==> config.mk <==
export PLATFORM = sky130hd
export DESIGN_NAME = ct_vfmau_ff1_pipe
export DESIGN_NICKNAME = d
export VERILOG_FILES = /design/src/rtl/ct_vfmau_ff1_pipe.sv
export SDC_FILE = /design/constraint.sdc
export NUM_CORES = 1
export LEC_CHECK = 0
export BUFFER_PORTS_ARGS = -buffer_cell sky130_fd_sc_hd__buf_4
export CORE_ASPECT_RATIO = 1.4
export CORE_MARGIN = 2
export CORE_UTILIZATION = 55
export CTS_CLUSTER_SIZE = 16
export DETAILED_ROUTE_END_ITERATION = 7
export GPL_TIMING_DRIVEN = 0
export HOLD_SLACK_MARGIN = 0.12
export PLACE_DENSITY = 0.82
export REMOVE_ABC_BUFFERS = 1
export SETUP_SLACK_MARGIN = 0.1
export SYNTH_ARGS = -nofsm -noshare
export SYNTH_HDL_FRONTEND = slang
export SYNTH_SLANG_ARGS = --single-unit
export TNS_END_PERCENT = 30
==> constraint.sdc <==
create_clock -name forever_cpuclk -period 2.5 [get_ports forever_cpuclk]
set_input_delay 0.375 -clock forever_cpuclk [delete_from_list [all_inputs] [get_ports forever_cpuclk]]
set_output_delay 0.375 -clock forever_cpuclk [all_outputs]
set_load 0.01 [all_outputs]
==> src/rtl/ct_vfmau_ff1_pipe.sv <==
// ct_vfmau_ff1_pipe: two-stage multi-lane leading-one detector for VFMAU normalisation.
// Optional normalised-data output enabled by defining CT_VFMAU_FF1_NORM_EN.
module ct_vfmau_ff1_pipe #(
  parameter int WIDTH = 24,
  parameter int LANES = 2,
  parameter int GRP = 8,
  localparam int RW = $clog2(WIDTH + 1)
) (
  input  logic                   forever_cpuclk,
  input  logic                   cpurst,
  input  logic                   ff1_flush,
  input  logic                   ff1_in_vld,
  output logic                   ff1_in_rdy,
  input  logic [LANES*WIDTH-1:0] ff1_in_data,
  output logic                   ff1_out_vld,
  input  logic                   ff1_out_rdy,
  output logic [LANES*RW-1:0]    ff1_out_result,
  output logic [LANES-1:0]       ff1_out_zero
`ifdef CT_VFMAU_FF1_NORM_EN
  ,
  output logic [LANES*WIDTH-1:0] ff1_out_norm
`endif
);

  localparam int NG = (WIDTH + GRP - 1) / GRP;
  localparam int LW = $clog2(GRP);

  logic s2_adv;
  logic s1_adv;
  logic acc;
  logic s2_load;

  logic v1_q, v1_d;
  logic v2_q, v2_d;

  logic [LANES-1:0][NG-1:0]         nz_q, nz_d;
  logic [LANES-1:0][NG-1:0][LW-1:0] idx_q, idx_d;
  logic [LANES-1:0][RW-1:0]         res_q, res_d;
  logic [LANES-1:0]                 zero_q, zero_d;

  logic [WIDTH-1:0] s1_lane;
  logic [WIDTH-1:0] s1_sh;
  int               s1_pos;
  int               s2_pos;

`ifdef CT_VFMAU_FF1_NORM_EN
  logic [LANES-1:0][WIDTH-1:0] dat_q, dat_d;
  logic [LANES-1:0][WIDTH-1:0] norm_q, norm_d;
`endif

  // Handshake: each stage advances when the one downstream frees up
  always_comb begin
    s2_adv     = !v2_q || ff1_out_rdy;
    s1_adv     = !v1_q || s2_adv;
    ff1_in_rdy = s1_adv && !ff1_flush && !cpurst;
    acc        = ff1_in_vld && ff1_in_rdy;
    s2_load    = s2_adv && v1_q;
  end

  // Stage valid bits; flush empties both stages on the same edge
  always_comb begin
    v1_d = v1_q;
    v2_d = v2_q;
    if (s2_adv) v2_d = v1_q;
    if (s1_adv) v1_d = acc;
    if (ff1_flush) begin
      v1_d = 1'b0;
      v2_d = 1'b0;
    end
  end

  // S1: per MSB-aligned group, nonzero flag and local first-one index
  always_comb begin
    nz_d    = nz_q;
    idx_d   = idx_q;
    s1_lane = '0;
    s1_sh   = '0;
    s1_pos  = 0;
    if (acc) begin
      for (int l = 0; l < LANES; l++) begin
        s1_lane = WIDTH'(ff1_in_data >> (l * WIDTH));
        for (int g = 0; g < NG; g++) begin
          nz_d[l][g]  = 1'b0;
          idx_d[l][g] = '0;
          for (int b = GRP - 1; b >= 0; b--) begin
            s1_pos = WIDTH - 1 - g * GRP - b;
            if (s1_pos >= 0) begin
              s1_sh = s1_lane >> s1_pos;
              if (s1_sh[0]) begin
                nz_d[l][g]  = 1'b1;
                idx_d[l][g] = LW'(b);
              end
            end
          end
        end
      end
    end
  end

`ifdef CT_VFMAU_FF1_NORM_EN
  // S1 raw data copy feeding the S2 shifter
  always_comb begin
    dat_d = dat_q;
    if (acc) dat_d = ff1_in_data;
  end
`endif

  // S2: most significant nonzero group wins; load only on a valid move
  always_comb begin
    res_d  = res_q;
    zero_d = zero_q;
    s2_pos = 0;
`ifdef CT_VFMAU_FF1_NORM_EN
    norm_d = norm_q;
`endif
    if (s2_load) begin
      for (int l = 0; l < LANES; l++) begin
        s2_pos = 0;
        for (int g = NG - 1; g >= 0; g--) begin
          if (nz_q[l][g]) s2_pos = g * GRP + int'(idx_q[l][g]) + 1;
        end
        res_d[l]  = RW'(s2_pos);
        zero_d[l] = ~|nz_q[l];
`ifdef CT_VFMAU_FF1_NORM_EN
        if (s2_pos == 0) norm_d[l] = '0;
        else             norm_d[l] = dat_q[l] << (s2_pos - 1);
`endif
      end
    end
  end

  // State registers with synchronous reset
  always_ff @(posedge forever_cpuclk) begin
    if (cpurst) begin
      v1_q   <= 1'b0;
      v2_q   <= 1'b0;
      nz_q   <= '0;
      idx_q  <= '0;
      res_q  <= '0;
      zero_q <= '0;
`ifdef CT_VFMAU_FF1_NORM_EN
      dat_q  <= '0;
      norm_q <= '0;
`endif
    end else begin
      v1_q   <= v1_d;
      v2_q   <= v2_d;
      nz_q   <= nz_d;
      idx_q  <= idx_d;
      res_q  <= res_d;
      zero_q <= zero_d;
`ifdef CT_VFMAU_FF1_NORM_EN
      dat_q  <= dat_d;
      norm_q <= norm_d;
`endif
    end
  end

  assign ff1_out_vld    = v2_q;
  assign ff1_out_result = res_q;
  assign ff1_out_zero   = zero_q;
`ifdef CT_VFMAU_FF1_NORM_EN
  assign ff1_out_norm   = norm_q;
`endif

endmodule

* Yosys cells after proc, flatten, opt, wreduce, memory -nomap -nowiden
Cells that the tools add are included.
** Storage, ports and cells
- Register bits :: 38
- Input port bits :: 53
- Word-level logic and storage cells :: 140
** Operators by class
- Add/sub/neg operators :: 10
- Muxes and demuxes :: 102
- Reductions and logical operators :: 15
** Operators with widths (count)
- 3-bit 2-to-1 mux :: 48
- 1-bit 2-to-1 mux :: 48
- 5-bit 2-to-1 mux :: 6
- 5-bit by 1-bit adder with 5-bit output (second input constant) :: 4
- 4-bit by 3-bit adder with 5-bit output (first input constant) :: 2
- 5-bit by 3-bit adder with 5-bit output (first input constant) :: 2
- 3-bit by 1-bit adder with 4-bit output (second input constant) :: 2
- 1-bit logical NOT :: 6
- 3-bit OR reduction :: 2
- 1-bit logical AND :: 4
- 1-bit logical OR :: 2
- 2-bit OR reduction :: 1

* Logic depth before layout (Yosys ltp)
Gate-level depths: netlist (run 1).
- Depth in word-level cells :: 8
- Depth in mapped cells :: 7
- Mapped depth without buffers :: 6

* Least setup slack after synthesis (run 1)
OpenSTA, ideal clock, no wires.
- Kind :: flip-flop to flip-flop
- Start :: register idx_q[12] in the netlist's numbering
- End :: register res_q (netlist bit ff1_out_result[7])
- Arrival time :: 1.244 ns
- Data required time :: 2.430 ns
- Path slack :: 1.186 ns
- Cell stages (with the launch flop) :: 6
- Clock period less this slack :: 1.314 ns
- Cell sequence :: dfxtp_1 ha_1 ha_1 a21oi_1 a221o_1 a21oi_1
** Between the ends
- Word-level cells in the longest chain between the ends :: 4
** RTL lines
- from (decl) :: RTL line 37 : logic [LANES-1:0][NG-1:0][LW-1:0] idx_q, idx_d;
- from (signal assigned) :: RTL line 149 : idx_q <= idx_d;
- 4-bit by 3-bit adder with 5-bit output :: RTL line 120 : if (nz_q[l][g]) s2_pos = g * GRP + int'(idx_q[l][g]) + 1;
- 5-bit by 1-bit adder with 5-bit output :: RTL line 120
- 5-bit 2-to-1 mux (2 in series) :: RTL line 120
- to (signal assigned) :: RTL line 150 : res_q <= res_d;
- to (decl) :: RTL line 38 : logic [LANES-1:0][RW-1:0] res_q, res_d;
Every way passes these cells.
A chain may end at the register's enable or synchronous reset.

* Final worst setup path (run 1)
- Start :: register v1_q
- End :: register idx_q[7] in the netlist's numbering
** Between the ends
- Word-level cells in the longest chain between the ends :: 5
** RTL lines
- from (decl) :: RTL line 33 : logic v1_q, v1_d;
- from (signal assigned) :: RTL line 146 : v1_q <= v1_d;
- 1-bit logical NOT :: RTL line 54 : s1_adv = !v1_q || s2_adv;
- 1-bit logical OR :: RTL line 54
- 1-bit logical AND (2 in series) :: RTL line 55 : ff1_in_rdy = s1_adv && !ff1_flush && !cpurst;
- 1-bit logical AND :: RTL line 56 : acc = ff1_in_vld && ff1_in_rdy;
Every way passes these cells.

==> results.json, run 1 <==
{
  "nNetsFinal": 382,
  "wire_per_inst_um": 13.4,
  "fp.dieW_um": 56.5,
  "port_buffers": 66,
  "syn_inst": 263,
  "place_area_um2": 2570,
  "cp-end-kind": "flip-flop",
  "power_leakage_nw": 1.08,
  "switching_power_uw": 313,
  "drtIter0Drc": 103,
  "grt_overflow": 0,
  "ant_nets": 0,
  "synth_top_area_cell": "dfxtp_1",
  "htree_levels": 2,
  "cts_tree": "done",
  "path_clk_slew_ns": 0.07,
  "rsz0062_at_grt": "false",
  "post-cts-setup-buffer-count": 0,
  "area_delta_synth_final_pct": 25.4,
  "dr.pass1.iters": 4,
  "clk_path_buf_depth": 2,
  "yosys-top-cells-count": "dfxtp_1 (38), a21oi_1 (34), nor2_1 (32), nand2_1 (29), nor4_1 (12)",
  "ys_warn_count": 0,
  "yosysUniqueCellTypes": 34,
  "hold_class": "input port to flip-flop",
  "slowest_delay_ns": 0.80,
  "synth-seq-cells": 38,
  "finalCritPeriodShare": 0.715,
  "comb_power_share": 0.157,
  "grt_pass1_wl_um": 8270,
  "clock-sinks": 38,
  "cp_cell_sequence": "nand3b_1 -> and3_1 -> o311ai_1 -> a21oi_1",
  "crit_arrival_ns": 2.00,
  "vdd_drop_max_uv": 321,
  "switching_share": 0.250,
  "worst-path-max-fanout": 26,
  "ctsResizeCount": 0,
  "ys_seq_area_frac": 0.359,
  "min_period_ns": 1.79,
  "num_io_pins": 67,
  "critical_path.slowest_cell": "and3_1",
  "crit_required_ns": 2.72,
  "drive_above_1_share": 0.231,
  "design_area_um2": 2660,
  "cts_root_buf": "clkbuf_8",
  "final_max_slew_viol_count": 0,
  "cap_viol_max_count": 0,
  "pwr-share-seq": 0.515,
  "num_rows": 26,
  "synthFlopType": "dfxtp_1",
  "status": "completed",
  "grt_pass1_vias": 1949,
  "yosysTopAreaCellShare": 0.359,
  "fmax_mhz": 560,
  "finalSetupTns_ns": 0,
  "fillers": 327,
  "cts_made_buffers": 5,
  "multi_input_comb_area_um2": 1230,
  "gp_congestion": 0.819,
  "critical_path_class": "flip-flop to flip-flop",
  "antenna_found_initial": 0,
  "synth_area_um2": 2120,
  "syn_area_per_cell_um2": 8.05,
  "clkPwrFrac": 0.327,
  "setup_violations": 0,
  "regArea_um2": 761,
  "wl_um": 4840,
  "tightest_slew_ns": 0.925,
  "routed_via_density": 5.94,
  "drc_errors": 0,
  "grt_max_degree": 38,
  "num_antenna_cells": 0,
  "clkLatencyLatePin_ns": 0.29,
  "synth_edf_count": 0,
  "die-area_um2": 4370,
  "intPower_uw": 937,
  "grt_usage": 0.236,
  "hold_viol": 0,
  "die_h_um": 77.4,
  "via_count": 2151,
  "slew_headroom": 0.384,
  "start_util": 0.576,
  "power.density_nw_per_um2": 470,
  "post-synth-top-count-cell": "dfxtp_1",
  "synth.area.top_cells": "dfxtp_1 (36%), a21oi_1 (8.0%), nor2_1 (5.7%), nand2_1 (5.1%), ha_1 (4.7%)",
  "hpwl_um": 3620,
  "fin_skew_ns": 0.00290,
  "start_kind": "flip-flop",
  "cts-hold-fix-buffers": 0,
  "async_flop_share": 0,
  "core_um2": 3680
}
## final cells by class
type / count / area share
multi-input combinational: 200 / 0.462
sequential: 38 / 0.286
clock buffer: 6 / 0.0311
timing repair buffer: 66 / 0.187
inverter: 10 / 0.0141
tap: 42 / 0.0198
## flip-flops by register name (all words and copies together), names as in the netlist
name / cells
ff1_out_result: 10
ff1_out_vld: 1
ff1_out_zero: 2
idx_q: 18
nz_q: 6
v1_q: 1
## cell families (layout without fill, tap and decap cells)
logic type	after synthesis	count (layout)	share of synthesized area
and+or+nand+nor	108	108	0.257
AOI/OAI and AO/OA	76	76	0.240
DFF	38	38	0.359
buffers and inverters	25	82	0.0614
adders and majority gates	8	8	0.0473
xor gates and xnor gates	4	4	0.0165
muxes	4	4	0.0189
## cell usage in the layout (no fill, tap or decap), types with 3 or more instances in the layout
| master | Yosys | layout |
|---|---|---|
| o311ai_1 | 6 | 6 |
| ha_1 | 8 | 8 |
| buf_4 | 0 | 66 |
| a21oi_1 | 34 | 34 |
| nor2b_1 | 6 | 6 |
| inv_1 | 10 | 10 |
| nor3_1 | 6 | 6 |
| clkbuf_8 | 0 | 6 |
| a211o_1 | 8 | 8 |
| mux2i_1 | 4 | 4 |
| nor4_1 | 12 | 12 |
| nand2b_1 | 3 | 3 |
| nand2_1 | 29 | 29 |
| o21ai_0 | 8 | 8 |
| nor2_1 | 32 | 32 |
| nand3b_1 | 9 | 9 |
| dfxtp_1 | 38 | 38 |
| a311oi_1 | 8 | 8 |
## final timing paths
path,startpoint,endpoint,slack (ns),depth (start not counted)
hold reg to reg,ff1_out_zero[0],ff1_out_zero[0],0.45,2
hold / removal,ff1_in_vld,v1_q,0.35,3
setup / recovery,v1_q,idx_q[7],0.71,4
setup reg to reg,v1_q,idx_q[7],0.71,4
## metal layers
| metal | vias up | global-route usage | share of wire |
|---|---|---|---|
| li1 | 1078 | - | - |
| met1 | 1015 | 0.242 | 0.41 |
| met2 | 49 | 0.450 | 0.54 |
| met3 | 9 | 0.0483 | 0.031 |
| met4 | 0 | 0.0952 | 0.019 |
| met5 | - | 0 | 0 |
## power groups by stage
stage | clock network, mW | logic (mW) | registers [mW]
floorplan | 0 | 0.0751 | 0.655
global placement | 0 | 0.191 | 0.657
detailed placement | 0 | 0.197 | 0.657
CTS | 0.416 | 0.197 | 0.643
global route | 0.432 | 0.220 | 0.646
finish | 0.409 | 0.197 | 0.644
## through the flow
step	utilization	hold WS [ns]	total power, mW	std cells	setup WS (ns)
after floorplan	-	0.443	0.730	248	1.03
after global placement	0.700	0.440	0.848	356	0.479
after detailed placement	0.700	0.445	0.854	356	0.429
after CTS	0.723	0.349	1.26	362	0.700
after global routing	0.723	0.362	1.30	362	0.521
final	0.723	0.351	1.25	362	0.713
## critical path, delay by kind of cell, from the launching register on
family / cells / cell delay [ns]
and+or+nand+nor: 2 / 0.95
AOI/OAI and AO/OA: 2 / 0.43
DFF: 1 / 0.33
No activity file was read; power rests on OpenSTA's default activity.
==> run 2: changes to the inputs <==
--- a/config.mk
+++ b/config.mk
@@ -8,12 +8,12 @@
 export BUFFER_PORTS_ARGS = -buffer_cell sky130_fd_sc_hd__buf_4
 export CORE_ASPECT_RATIO = 1.4
 export CORE_MARGIN = 2
-export CORE_UTILIZATION = 55
+export CORE_UTILIZATION = 51
 export CTS_CLUSTER_SIZE = 16
 export DETAILED_ROUTE_END_ITERATION = 7
 export GPL_TIMING_DRIVEN = 0
 export HOLD_SLACK_MARGIN = 0.12
-export PLACE_DENSITY = 0.82
+export PLACE_DENSITY = 0.77
 export REMOVE_ABC_BUFFERS = 1
 export SETUP_SLACK_MARGIN = 0.1
 export SYNTH_ARGS = -nofsm -noshare
==> constraint.sdc (replaced) <==
create_clock -name forever_cpuclk -period 1.7 [get_ports forever_cpuclk]
set_input_delay 0.255 -clock forever_cpuclk [delete_from_list [all_inputs] [get_ports forever_cpuclk]]
set_output_delay 0.255 -clock forever_cpuclk [all_outputs]
set_load 0.01 [all_outputs]
==> run 2 against run 1 <==
Register-to-register slack worse by 0.48 ns. Combinational power rose by 47%. Wire length down 2.0%. Worst hold slack worse by 0.11 ns. Clock skew grew 0.0020 ns. Design area rose by 0.71%. Sequential share of layout area shrank 0.20 points. Sequential power increased by 47%. First-iteration DRC count fell by 17%. Die area up 7.4%.
==> results.json, run 2 (synthesis results as in run 1) <==
{
  "fin_ws_ns": 0.233,
  "nNetsFinal": 382,
  "grt_pass1_vias": 1937,
  "utilization": 0.677,
  "hpwl_um": 3550,
  "place_area_um2": 2570,
  "status": "completed",
  "num_rows": 27,
  "min_period_ns": 1.47,
  "fillers": 361,
  "final_cell_mix": "buf_4 (66), dfxtp_1 (38), a21oi_1 (34)",
  "drc_errors": 0,
  "die_h_um": 80.3,
  "met2_usage": 0.412,
  "holdPathStages": 3,
  "antenna_found_initial": 0,
  "regMostFlops": "idx_q",
  "r2r_slack_ns": 0.23,
  "cts_root_buf": "clkbuf_8",
  "final_common_cell": "buf_4",
  "wire_per_inst_um": 13.0,
  "dr.pass1.iters": 4,
  "routed_via_density": 5.73,
  "crit_required_ns": 1.92,
  "fin_skew_ns": 0.00488,
  "clk_path_buf_depth": 2,
  "start_util": 0.536,
  "clkLatencyLatePin_ns": 0.29,
  "num_io_pins": 67,
  "grt_pass1_wl_um": 7980,
  "design_area_um2": 2680,
  "hold_start": "ff1_in_data[31]",
  "largest_reg_flops": 18,
  "area_delta_synth_final_pct": 26.3,
  "finalCritPeriodShare": 0.863,
  "start_kind": "flip-flop",
  "crit_family": "simple AND/OR/NAND/NOR gates",
  "via_count": 2092,
  "ant_nets": 0,
  "use_met1": 0.225,
  "gp_congestion": 0.837,
  "fp.dieW_um": 58.5,
  "cp-end-kind": "flip-flop",
  "grt_max_degree": 38,
  "wl_um": 4750,
  "tightest_slew_ns": 0.471,
  "post-cts-setup-buffer-count": 0,
  "core_um2": 3950,
  "critical_path_class": "flip-flop to flip-flop",
  "crit_arrival_ns": 1.69,
  "pre_cts_ws_ns": -0.226,
  "die-area_um2": 4690,
  "hold_viol": 0,
  "reg2reg_from": "v1_q",
  "cts_made_buffers": 5,
  "cp.depth": 4,
  "port_buffers": 66,
  "rsz0062_at_grt": "true",
  "path_buf_inv": 0,
  "critical_path.slowest_cell": "and3_2",
  "multi_input_comb_area_um2": 1240,
  "slew_headroom": 0.685,
  "slowest_delay_ns": 0.53,
  "vdd_drop_max_uv": 568,
  "cap_viol_max_count": 0,
  "grt_most_used_layer": "met2",
  "r2r-end": "idx_q[7]",
  "htree_levels": 2,
  "worst-path-max-fanout": 26,
  "cp_cell_sequence": "nand3b_1 -> and3_2 -> o311ai_1 -> a21oi_1",
  "drtIter0Drc": 85,
  "power_leakage_nw": 1.09,
  "final_max_slew_viol_count": 0,
  "clock-sinks": 38,
  "regArea_um2": 761,
  "num_antenna_cells": 0,
  "grt_usage": 0.219,
  "path_clk_slew_ns": 0.07,
  "drive_above_1_share": 0.236,
  "grt_overflow": 0,
  "fmax_mhz": 682,
  "worstRegToRegCells": 4,
  "hold_class": "input port to flip-flop",
  "use_met3": 0.0483,
  "min_to": "idx_q[15]",
  "power.density_nw_per_um2": 699,
  "hold_slack_ns": 0.237,
  "cts_tree": "done",
  "p_total_mw": 1.87,
  "setup_violations": 0
}
## run 2: cell type report
cell class,instances,share of cell area
clock buffer,7,0.0323
clock inverter,1,0.00187
inverter,10,0.0140
multi-input combinational,200,0.462
sequential,38,0.284
tap,43,0.0201
timing repair buffer,66,0.185
## run 2: what timing repair did
item	CTS	global route
resized for setup	1	1
pin swaps	0	0
hold buffers	0	0
hold endpoints to repair	0	0
setup endpoints to repair	18	7
## run 2: per-stage QoR
step	TNS, ns	instances
3_5_place_dp	-2.70	357
6_report	0	365
4_1_cts	0	365
3_3_place_gp	-2.66	357
5_1_grt	0	365
2_1_floorplan	0	248
## run 2: worst max-delay path by stage
stage	start	end	slack [ns]
3_3_place_gp	cpurst	idx_q[1]	-0.22
2_1_floorplan	ff1_out_vld	idx_q[10]	0.27
4_1_cts	v1_q	idx_q[0]	0.19
6_report	v1_q	idx_q[7]	0.23
5_1_grt	v1_q	nz_q[4]	0.06
3_5_place_dp	cpurst	idx_q[7]	-0.23
## run 2: layer usage
| metal | wire length (um) | up-vias |
|---|---|---|
| met3 | 167 | 8 |
| met5 | 0 | - |
| met2 | 2580 | 43 |
| met4 | 98 | 0 |
| met1 | 1900 | 958 |
| li1 | - | 1083 |
## run 2: report_power, final
group	internal [mW]	total (mW)	switching (mW)
clock	0.327	0.634	0.307
combinational	0.151	0.289	0.138
sequential	0.915	0.946	0.0312
## run 2: worst register-to-register path: stages, from the launching register on
cell	delay (ns)
dfxtp_1	0.33
nand3b_1	0.18
and3_2	0.53
o311ai_1	0.20
a21oi_1	0.16
==> run 3: changes to the inputs <==
--- a/config.mk
+++ b/config.mk
@@ -6,14 +6,13 @@
 export NUM_CORES = 1
 export LEC_CHECK = 0
 export BUFFER_PORTS_ARGS = -buffer_cell sky130_fd_sc_hd__buf_4
-export CORE_ASPECT_RATIO = 1.4
 export CORE_MARGIN = 2
-export CORE_UTILIZATION = 51
+export CORE_UTILIZATION = 46
 export CTS_CLUSTER_SIZE = 16
 export DETAILED_ROUTE_END_ITERATION = 7
 export GPL_TIMING_DRIVEN = 0
 export HOLD_SLACK_MARGIN = 0.12
-export PLACE_DENSITY = 0.77
+export PLACE_DENSITY = 0.73
 export REMOVE_ABC_BUFFERS = 1
 export SETUP_SLACK_MARGIN = 0.1
 export SYNTH_ARGS = -nofsm -noshare
==> constraint.sdc (replaced) <==
create_clock -name forever_cpuclk -period 1.2 [get_ports forever_cpuclk]
set_input_delay 0.18 -clock forever_cpuclk [delete_from_list [all_inputs] [get_ports forever_cpuclk]]
set_output_delay 0.18 -clock forever_cpuclk [all_outputs]
set_load 0.01 [all_outputs]
==> run 3 against run 2 <==
The flow now finishes with violations (setup timing). Combinational power grew 66%. Global-route usage grew 1.0 points. Design area grew 12%. Critical path depth grew 1. Highest routed layer unchanged. Critical endpoint is now ff1_out_result[7]. Maximum frequency grew 8.4%. First-iteration DRC count grew 64%. Utilization grew 0.73 points.
==> results.json, run 3 (synthesis results as in run 1) <==
{
  "hold_viol": 0,
  "grt_pass1_vias": 1969,
  "crit_arrival_ns": 1.57,
  "drive_above_1_share": 0.363,
  "holdPathStages": 3,
  "power_leakage_nw": 1.16,
  "fillers": 384,
  "utilization": 0.684,
  "power.density_nw_per_um2": 879,
  "setup_violations": 25,
  "hold_start": "ff1_in_data[7]",
  "die-area_um2": 5160,
  "final_common_cell": "buf_4",
  "violations": "setup timing",
  "gp_congestion": 0.798,
  "num_rows": 24,
  "start_kind": "flip-flop",
  "cp-end-kind": "flip-flop",
  "p_total_mw": 2.64,
  "grt_max_degree": 38,
  "dr.pass1.iters": 4,
  "r2r-end": "ff1_out_result[7]",
  "wl_um": 5900,
  "fin_ws_ns": -0.153,
  "nNetsFinal": 400,
  "cts_made_buffers": 5,
  "grt_overflow": 0,
  "hold_class": "input port to flip-flop",
  "num_antenna_cells": 0,
  "clk_path_buf_depth": 2,
  "die_h_um": 71.9,
  "start_util": 0.483,
  "port_buffers": 66,
  "fp.dieW_um": 71.9,
  "final_max_slew_viol_count": 0,
  "tightest_slew_ns": 0.465,
  "hpwl_um": 3570,
  "cap_viol_max_count": 0,
  "min_to": "idx_q[6]",
  "grt_usage": 0.229,
  "vdd_drop_max_uv": 478,
  "core_um2": 4380,
  "slew_headroom": 0.687,
  "fin_skew_ns": 0.00200,
  "finalSetupTns_ns": -1.34,
  "grt_pass1_wl_um": 9220,
  "cts_tree": "done",
  "startpoint": "idx_q[13]",
  "via_count": 2266,
  "cts_root_buf": "clkbuf_8",
  "area_delta_synth_final_pct": 41.6,
  "ant_nets": 0,
  "path_clk_slew_ns": 0.07,
  "worstRegToRegCells": 5,
  "fmax_mhz": 739,
  "num_io_pins": 67,
  "antenna_found_initial": 0,
  "drc_errors": 0,
  "cts-hold-fix-buffers": 0,
  "pre_cts_ws_ns": -0.727,
  "largest_reg_flops": 18,
  "wire_per_inst_um": 15.1,
  "drtIter0Drc": 139,
  "finalCritPeriodShare": 1.13,
  "clkLatencyLatePin_ns": 0.29,
  "regMostFlops": "idx_q",
  "r2r_slack_ns": -0.15,
  "routed_via_density": 5.80,
  "final_cell_mix": "buf_4 (78), nor2_1 (32), a21oi_1 (31)",
  "crit_required_ns": 1.42,
  "placed_cells": 366,
  "rsz0062_at_grt": "true",
  "status": "finished, violations left",
  "worst-path-max-fanout": 3,
  "critical_path_class": "flip-flop to flip-flop",
  "clock-sinks": 38,
  "reg2reg_from": "idx_q[13]",
  "htree_levels": 2,
  "min_period_ns": 1.35,
  "final_cells": 391
}
run 3: worst max-delay path: stages (launching register included):
cell and delay [ns]:
dfxtp_4 0.36, ha_4 0.16, ha_4 0.26, a21oi_2 0.05
a221o_1 0.34, a21oi_1 0.12
run 3: what timing repair did:
item / in CTS / in global routing
resized for setup: 35 / 13
buffers inserted: 8 / 6
setup endpoints to repair: 37 / 37
pin swaps: 18 / 21
cloned: 3 / 1
run 3: routing by layer:
metal / GRT usage / routed length (um) / vias up
li1: - / - / 1129
met1: 0.310 / 2670 / 1062
met2: 0.367 / 2790 / 68
met3: 0.0380 / 347 / 7
met4: 0.0881 / 85 / 0
met5: 0 / 0 / -
run 3: layout make-up:
type,count,area (um^2),share of cell area
Sequential cell,38,787,0.262
Clock buffer,7,76.3,0.0254
Tap cell,52,65.1,0.0217
Timing Repair Buffer,80,608,0.203
Multi-Input combinational cell,204,1430,0.475
Inverter,10,37.5,0.0125
run 3: where the power goes:
group,internal [mW],leakage [nW],switching (mW),total [mW]
Sequential,1.30,0.316,0.0497,1.35
Combinational,0.245,0.808,0.234,0.479
Clock,0.400,0.0383,0.411,0.811
run 3: how the worst max path moves through the flow:
stage | endpoint | slack (ns) | cells after the start
floorplan | idx_q[10] | -0.23 | 4
finish | ff1_out_result[7] | -0.15 | 5
detailed placement | idx_q[1] | -0.73 | 5
CTS | ff1_out_result[2] | -0.14 | 5
global placement | idx_q[1] | -0.69 | 5
global route | ff1_out_result[7] | -0.21 | 5
run 3: through the flow:
stage | cell area, um^2 | hold WS [ns]
floorplan | 2030 | 0.249
global placement | 2590 | 0.440
detailed placement | 2590 | 0.448
CTS | 2890 | 0.161
global route | 3000 | 0.161
finish | 3000 | 0.166
